$ cat src/rtl/mem_port_arbiter.sv
// ============================================================================
// Module   : mem_port_arbiter
// Purpose  : Shares one single-port memory between instruction fetch and
//            load/store, with a response watchdog. Define ARB_ROUND_ROBIN_EN
//            for round-robin arbitration between the two ports.
// Revision : 1.0 - initial release
// ============================================================================
`default_nettype none

module mem_port_arbiter #(
    parameter int DATAWIDTH      = 32,
    parameter int ADDR_WIDTH     = 10,
    parameter int TIMEOUT_CYCLES = 64
) (
    input  logic                  ARB_Clk_In,
    input  logic                  ARB_Reset_In,
    input  logic                  ARB_Ins_Re_In,
    input  logic [DATAWIDTH-1:0]  ARB_Ins_Addr_InBUS,
    output logic [DATAWIDTH-1:0]  ARB_Ins_Readdata_OutBUS,
    output logic                  ARB_Ins_Read_Valid_Out,
    input  logic                  ARB_Data_Re_In,
    input  logic                  ARB_Data_We_In,
    input  logic [DATAWIDTH-1:0]  ARB_Data_Addr_InBUS,
    input  logic [3:0]            ARB_Data_Byteenable_InBUS,
    input  logic [DATAWIDTH-1:0]  ARB_Data_Writedata_InBUS,
    output logic [DATAWIDTH-1:0]  ARB_Data_Readdata_OutBUS,
    output logic                  ARB_Data_Read_Valid_Out,
    output logic                  ARB_Data_Write_Ready_Out,
    output logic                  ARB_Mem_Re_Out,
    output logic                  ARB_Mem_We_Out,
    output logic [ADDR_WIDTH-1:0] ARB_Mem_Addr_OutBUS,
    output logic [3:0]            ARB_Mem_Byteenable_OutBUS,
    output logic [DATAWIDTH-1:0]  ARB_Mem_Writedata_OutBUS,
    input  logic [DATAWIDTH-1:0]  ARB_Mem_Readdata_InBUS,
    input  logic                  ARB_Mem_Read_Valid_In,
    input  logic                  ARB_Mem_Write_Ready_In,
    output logic                  ARB_Busy_Out,
    output logic                  ARB_Timeout_Out
);

    localparam int                    c_WD_W    = (TIMEOUT_CYCLES > 2) ? $clog2(TIMEOUT_CYCLES) : 1;
    localparam logic [c_WD_W-1:0]     c_WD_LAST = c_WD_W'(TIMEOUT_CYCLES - 1);
    localparam logic [DATAWIDTH-1:0]  c_POISON  = DATAWIDTH'(32'hDEADBEEF);

    typedef enum logic [2:0] {
        S_IDLE   = 3'd0,
        S_INS_RD = 3'd1,
        S_DAT_RD = 3'd2,
        S_DAT_WR = 3'd3,
        S_RESP   = 3'd4
    } state_e;

    state_e                  state_q, state_d;
    logic                    mem_re_q, mem_re_d;
    logic                    mem_we_q, mem_we_d;
    logic [ADDR_WIDTH-1:0]   mem_addr_q, mem_addr_d;
    logic [3:0]              mem_be_q, mem_be_d;
    logic [DATAWIDTH-1:0]    mem_wd_q, mem_wd_d;
    logic [DATAWIDTH-1:0]    ins_rd_q, ins_rd_d;
    logic [DATAWIDTH-1:0]    dat_rd_q, dat_rd_d;
    logic                    ins_rv_q, ins_rv_d;
    logic                    dat_rv_q, dat_rv_d;
    logic                    dat_wr_q, dat_wr_d;
    logic                    busy_q, busy_d;
    logic                    timeout_q, timeout_d;
    logic [c_WD_W-1:0]       wd_q, wd_d;

    logic                    w_data_req;
    logic                    w_pick_data;
    logic                    w_done;

    assign w_data_req = ARB_Data_Re_In | ARB_Data_We_In;

`ifdef ARB_ROUND_ROBIN_EN
    // last_data_q = 1 when the data port won the most recent grant
    logic last_data_q, last_data_d;
    assign w_pick_data = w_data_req & (~ARB_Ins_Re_In | ~last_data_q);
`else
    assign w_pick_data = w_data_req;
`endif

    assign w_done = (state_q == S_DAT_WR) ? ARB_Mem_Write_Ready_In : ARB_Mem_Read_Valid_In;

    always_comb begin
        state_d   = state_q;
        mem_re_d  = mem_re_q;
        mem_we_d  = mem_we_q;
        mem_addr_d = mem_addr_q;
        mem_be_d  = mem_be_q;
        mem_wd_d  = mem_wd_q;
        ins_rd_d  = ins_rd_q;
        dat_rd_d  = dat_rd_q;
        ins_rv_d  = 1'b0;
        dat_rv_d  = 1'b0;
        dat_wr_d  = 1'b0;
        timeout_d = timeout_q;
        wd_d      = wd_q;
`ifdef ARB_ROUND_ROBIN_EN
        last_data_d = last_data_q;
`endif
        unique case (state_q)
            S_IDLE: begin
                wd_d = '0;
                if (w_pick_data) begin
                    mem_addr_d = ARB_Data_Addr_InBUS[ADDR_WIDTH-1:0];
`ifdef ARB_ROUND_ROBIN_EN
                    last_data_d = 1'b1;
`endif
                    if (ARB_Data_We_In) begin
                        state_d  = S_DAT_WR;
                        mem_we_d = 1'b1;
                        mem_be_d = ARB_Data_Byteenable_InBUS;
                        mem_wd_d = ARB_Data_Writedata_InBUS;
                    end else begin
                        state_d  = S_DAT_RD;
                        mem_re_d = 1'b1;
                    end
                end else if (ARB_Ins_Re_In) begin
                    state_d    = S_INS_RD;
                    mem_re_d   = 1'b1;
                    mem_addr_d = ARB_Ins_Addr_InBUS[ADDR_WIDTH-1:0];
`ifdef ARB_ROUND_ROBIN_EN
                    last_data_d = 1'b0;
`endif
                end
            end
            S_INS_RD, S_DAT_RD, S_DAT_WR: begin
                // Completion is checked first so it beats a same-cycle timeout
                if (w_done || (wd_q == c_WD_LAST)) begin
                    state_d  = S_RESP;
                    mem_re_d = 1'b0;
                    mem_we_d = 1'b0;
                    if (!w_done) begin
                        timeout_d = 1'b1;
                    end
                    if (state_q == S_INS_RD) begin
                        ins_rv_d = 1'b1;
                        ins_rd_d = w_done ? ARB_Mem_Readdata_InBUS : c_POISON;
                    end else if (state_q == S_DAT_RD) begin
                        dat_rv_d = 1'b1;
                        dat_rd_d = w_done ? ARB_Mem_Readdata_InBUS : c_POISON;
                    end else begin
                        dat_wr_d = 1'b1;
                    end
                end else begin
                    wd_d = wd_q + 1'b1;
                end
            end
            S_RESP:  state_d = S_IDLE;
            default: state_d = S_IDLE;
        endcase
        busy_d = (state_d != S_IDLE);
    end

    always_ff @(posedge ARB_Clk_In) begin
        if (ARB_Reset_In) begin
            state_q    <= S_IDLE;
            mem_re_q   <= 1'b0;
            mem_we_q   <= 1'b0;
            mem_addr_q <= '0;
            mem_be_q   <= '0;
            mem_wd_q   <= '0;
            ins_rd_q   <= '0;
            dat_rd_q   <= '0;
            ins_rv_q   <= 1'b0;
            dat_rv_q   <= 1'b0;
            dat_wr_q   <= 1'b0;
            busy_q     <= 1'b0;
            timeout_q  <= 1'b0;
            wd_q       <= '0;
`ifdef ARB_ROUND_ROBIN_EN
            last_data_q <= 1'b0;
`endif
        end else begin
            state_q    <= state_d;
            mem_re_q   <= mem_re_d;
            mem_we_q   <= mem_we_d;
            mem_addr_q <= mem_addr_d;
            mem_be_q   <= mem_be_d;
            mem_wd_q   <= mem_wd_d;
            ins_rd_q   <= ins_rd_d;
            dat_rd_q   <= dat_rd_d;
            ins_rv_q   <= ins_rv_d;
            dat_rv_q   <= dat_rv_d;
            dat_wr_q   <= dat_wr_d;
            busy_q     <= busy_d;
            timeout_q  <= timeout_d;
            wd_q       <= wd_d;
`ifdef ARB_ROUND_ROBIN_EN
            last_data_q <= last_data_d;
`endif
        end
    end

    generate
        if (ADDR_WIDTH < DATAWIDTH) begin : g_unused_hi
            logic w_unused_addr_hi;
            assign w_unused_addr_hi = ^{ARB_Ins_Addr_InBUS[DATAWIDTH-1:ADDR_WIDTH],
                                        ARB_Data_Addr_InBUS[DATAWIDTH-1:ADDR_WIDTH]};
        end
    endgenerate

    assign ARB_Ins_Readdata_OutBUS   = ins_rd_q;
    assign ARB_Ins_Read_Valid_Out    = ins_rv_q;
    assign ARB_Data_Readdata_OutBUS  = dat_rd_q;
    assign ARB_Data_Read_Valid_Out   = dat_rv_q;
    assign ARB_Data_Write_Ready_Out  = dat_wr_q;
    assign ARB_Mem_Re_Out            = mem_re_q;
    assign ARB_Mem_We_Out            = mem_we_q;
    assign ARB_Mem_Addr_OutBUS       = mem_addr_q;
    assign ARB_Mem_Byteenable_OutBUS = mem_be_q;
    assign ARB_Mem_Writedata_OutBUS  = mem_wd_q;
    assign ARB_Busy_Out              = busy_q;
    assign ARB_Timeout_Out           = timeout_q;

endmodule

`default_nettype wire

$ cat config.mk
export PLATFORM = sky130hd
export DESIGN_NAME = mem_port_arbiter
export DESIGN_NICKNAME = d
export VERILOG_FILES = /design/src/rtl/mem_port_arbiter.sv
export SDC_FILE = /design/constraint.sdc
export NUM_CORES = 1
export LEC_CHECK = 0
export ABC_AREA = 1
export ABC_CLOCK_PERIOD_IN_PS = 2100
export CAP_MARGIN = 30
export CORE_MARGIN = 3
export CORE_UTILIZATION = 30
export CTS_BUF_LIST = sky130_fd_sc_hd__clkbuf_8
export CTS_CLUSTER_SIZE = 8
export DETAILED_ROUTE_END_ITERATION = 8
export SLEW_MARGIN = 30
export SYNTH_ARGS = -nofsm -noshare
export SYNTH_HDL_FRONTEND = slang
export SYNTH_SLANG_ARGS = --single-unit
$ cat constraint.sdc
create_clock -name ARB_Clk_In -period 2.1 [get_ports ARB_Clk_In]
set_input_delay 0.42 -clock ARB_Clk_In [delete_from_list [all_inputs] [get_ports ARB_Clk_In]]
set_output_delay 0.42 -clock ARB_Clk_In [all_outputs]
set_load 0.1 [all_outputs]
==> metrics.yaml <==
critical_path:
  ff2ff_path_depth: 9
  rr_startpoint: "wd_q[0]"
  worst_setup_path_end_kind: "register"
  crit-reg2reg-capture: "ARB_Data_Readdata_OutBUS[27]"
  reg2reg_slack_ns: 0.17
  critPathTopFamily: "simple AND/OR/NAND/NOR gates"
  startpoint: "wd_q[0]"
  start_kind: "register"
  cp_max_fo: 24
  worst-setup-path-type: "reg2reg"
  crit_required_ns: 2.42
  cp.buffers_inverters: 2
  slowest_stage: "dfxtp_1"
  path_common_cell: "nor2_1"
  path_cells: "ha_1, nand2_1, inv_1, nand3_1, nand2_2, nand2_4, clkinv_2, nor2_1, nor2_1"
  worstPathArrival_ns: 2.26
  slowest_delay_ns: 0.36
timing:
  rsz0062_at_grt: "false"
  hold_slack_ns: 0.463
  finClkSkew_ns: 0.00703
  slew-limit-headroom_pct: 56.0
  tns_ns: 0
  max_slew.worst_pin.slew_ns: 0.661
  postLayoutSetupSlackWorst_ns: 0.168
  final.period_utilization_pct: 92.0
  finalCriticalPeriod_ns: 1.93
  drv_slew: 0
  finalSetupViolations: 0
  max_freq_mhz: 517
  finalHoldViolCount: 0
layout:
  final_cells: 1109
  most-common-layout-cells: "nand2_1, buf_4, dfxtp_1"
  fin_area_um2: 7410
  final_nets: 1020
  areaGrowthSynthToFinish_pct: 50.8
  diodes: 0
  final_common_cell: "nand2_1"
  drive_gt1_share_pct: 19.9
job:
  maxCapViolCount: 0
detailed_routing:
  wl_per_cell_um: 13.4
  wirelength_met1_mm: 6.70
  drt_iter0_drc: 212
  wl_mm: 14.8
  routed_via_density: 4.48
  wl_met3_mm: 1.27
  ant_nets: 0
  wl_met2_mm: 6.68
  dr.pass1.iters: 6
  top_layer: "met4"
  drc: 0
  num_vias: 4963
pwr:
  ir_worst_vdd_uv: 753
  p_per_area_nw_per_um2: 1100
  p_leak_nw: 3.26
place:
  place_ws_ns: 0.0402
  gp_congestion: 0.791
  dpl.hpwl_mm: 10.2
  port_buffers: 211
  dp.cells: 1077
  place_area_um2: 6980
clock_tree:
  cts_made_buffers: 17
  cts_root_buf: "clkbuf_8"
  clk_pin_slew_ns: 0.08
  clk_latency_ns: 0.44
  tritoncts: "yes"
  post_cts_buffers: 0
  cts.sinks: 126
  clock_path_buffers: 2
  cts_htree_levels: 4
  hold_buffers: 0
  cts_resized: 0
floorplan:
  initial_core_util_pct: 30.8
  num_rows: 46
  io_pins: 256
  die_h_um: 134
  dieWidth_um: 134
  die-area_um2: 18000
  core_area_um2: 15900
grt:
  grt_overflow: 0
  grt_max_degree: 60
  grt_pass1_wl_mm: 23.5
  antenna_found_initial: 0
  grt_pass1_vias: 4650
  track_usage_pct: 16.3
yosys:
  synthDistinctLibCells: 26
  synthSimpleGateAreaFrac_pct: 25.8
  muxShareOfSynthArea_pct: 0
  synth_fa_ha_area_share_pct: 0.255
  synth_nets: 814
  synth_compound_area_share_pct: 14.2
  ys_seq_elements: 126
  syn_inst: 674
  synth_warnings: 0
  syn_avg_cell_area_um2: 7.29
  syn-cell-area_um2: 4920
  synthXorXnorAreaFrac_pct: 0.178
  ys_seq_area_share_pct: 51.3
  synth_top_family_by_area: "simple AND/OR/NAND/NOR gates"
outcome:
  status: "finished clean"
min_path:
  min_from: "ARB_Mem_Writedata_OutBUS[16]"
  min_path_cells: 2
  min_to: "ARB_Mem_Writedata_OutBUS[16]"
  hold_class: "reg2reg"
-- worst max-delay path by stage --
stage / endpoint / slack [ns] / cells after the start
after floorplan: ARB_Data_Readdata_OutBUS[10] / 0.57 / 10
after global placement: ARB_Data_Readdata_OutBUS[3] / 0.05 / 9
after detailed placement: ARB_Data_Readdata_OutBUS[27] / 0.04 / 9
after CTS: ARB_Data_Readdata_OutBUS[27] / 0.14 / 9
after global routing: ARB_Data_Readdata_OutBUS[12] / 0.01 / 9
final: ARB_Data_Readdata_OutBUS[27] / 0.17 / 9
-- report_power, final --
part | internal (mW) | total, mW | switching [mW]
logic | 0.717 | 3.07 | 2.36
clock network | 1.29 | 2.30 | 1.01
registers | 2.63 | 2.76 | 0.129
-- per-layer routing --
metal	up-vias	global-route usage [%]
li1	2564	-
met1	2232	20.6
met2	154	25.9
met3	13	6.26
met4	0	5.20
met5	-	0
-- cells in the mapped netlist --
cell type | n | area (um^2)
ha_1 | 1 | 12.5
o21ai_0 | 35 | 175
clkinv_2 | 1 | 5.00
nor3_1 | 1 | 5.00
dfxtp_1 | 126 | 2520
clkbuf_1 | 21 | 78.8
buf_1 | 1 | 3.75
inv_1 | 48 | 180
nand2_2 | 3 | 18.8
a21oi_1 | 61 | 305
o211a_1 | 1 | 10.0
o21bai_1 | 1 | 7.51
nand2_1 | 141 | 529
nor2_2 | 1 | 6.26
nand3b_1 | 1 | 7.51
nor2_1 | 118 | 443
nand2_4 | 2 | 22.5
inv_2 | 5 | 18.8
clkinv_1 | 2 | 7.51
o21ai_1 | 27 | 135
buf_6 | 2 | 22.5
a31oi_1 | 10 | 62.6
nand3_1 | 47 | 235
buf_2 | 14 | 70.1
xor2_1 | 1 | 8.76
buf_4 | 3 | 22.5
-- logic make-up (layout without fill, tap and decap cells) --
kind of cell / after synthesis / in the layout
buf+inv: 97 / 316
flops: 126 / 126
simple gates: 314 / 314
fa+ha+maj: 1 / 1
compound gates: 135 / 135
xor+xnor: 1 / 1
-- metrics by stage --
stage	utilization [%]	power (mW)
finish	46.5	8.14
global route	46.5	8.52
CTS	46.5	8.23
detailed placement	43.8	5.91
global placement	43.8	5.90
floorplan	-	5.12
-- registers in the layout, indices dropped and copies added (netlist names) --
signal	flops
wd_q	6
ARB_Timeout_Out	1
ARB_Mem_We_Out	1
ARB_Busy_Out	1
ARB_Mem_Addr_OutBUS	10
ARB_Ins_Readdata_OutBUS	32
ARB_Mem_Byteenable_OutBUS	4
ARB_Data_Readdata_OutBUS	32
ARB_Data_Write_Ready_Out	1
ARB_Ins_Read_Valid_Out	1
ARB_Mem_Writedata_OutBUS	32
ARB_Data_Read_Valid_Out	1
state_q	3
ARB_Mem_Re_Out	1
-- worst reg2reg max path, stage by stage, from the launching register on --
cell and delay, ns:
dfxtp_1 0.36, ha_1 0.23, nand2_1 0.12, inv_1 0.06
nand3_1 0.16, nand2_2 0.15, nand2_4 0.15, clkinv_2 0.32
nor2_1 0.21, nor2_1 0.08
-- area by class of cell --
type | instances | area, um^2
flip-flops and latches | 126 | 2520
repair buffers | 228 | 1990
multi-input cells | 451 | 1980
inverters | 56 | 211
well taps | 216 | 270
clock buffers | 17 | 234
clock inverters | 15 | 196
fillers | 1655 | 8530
Note: power is estimated with default switching activity, not from simulation.
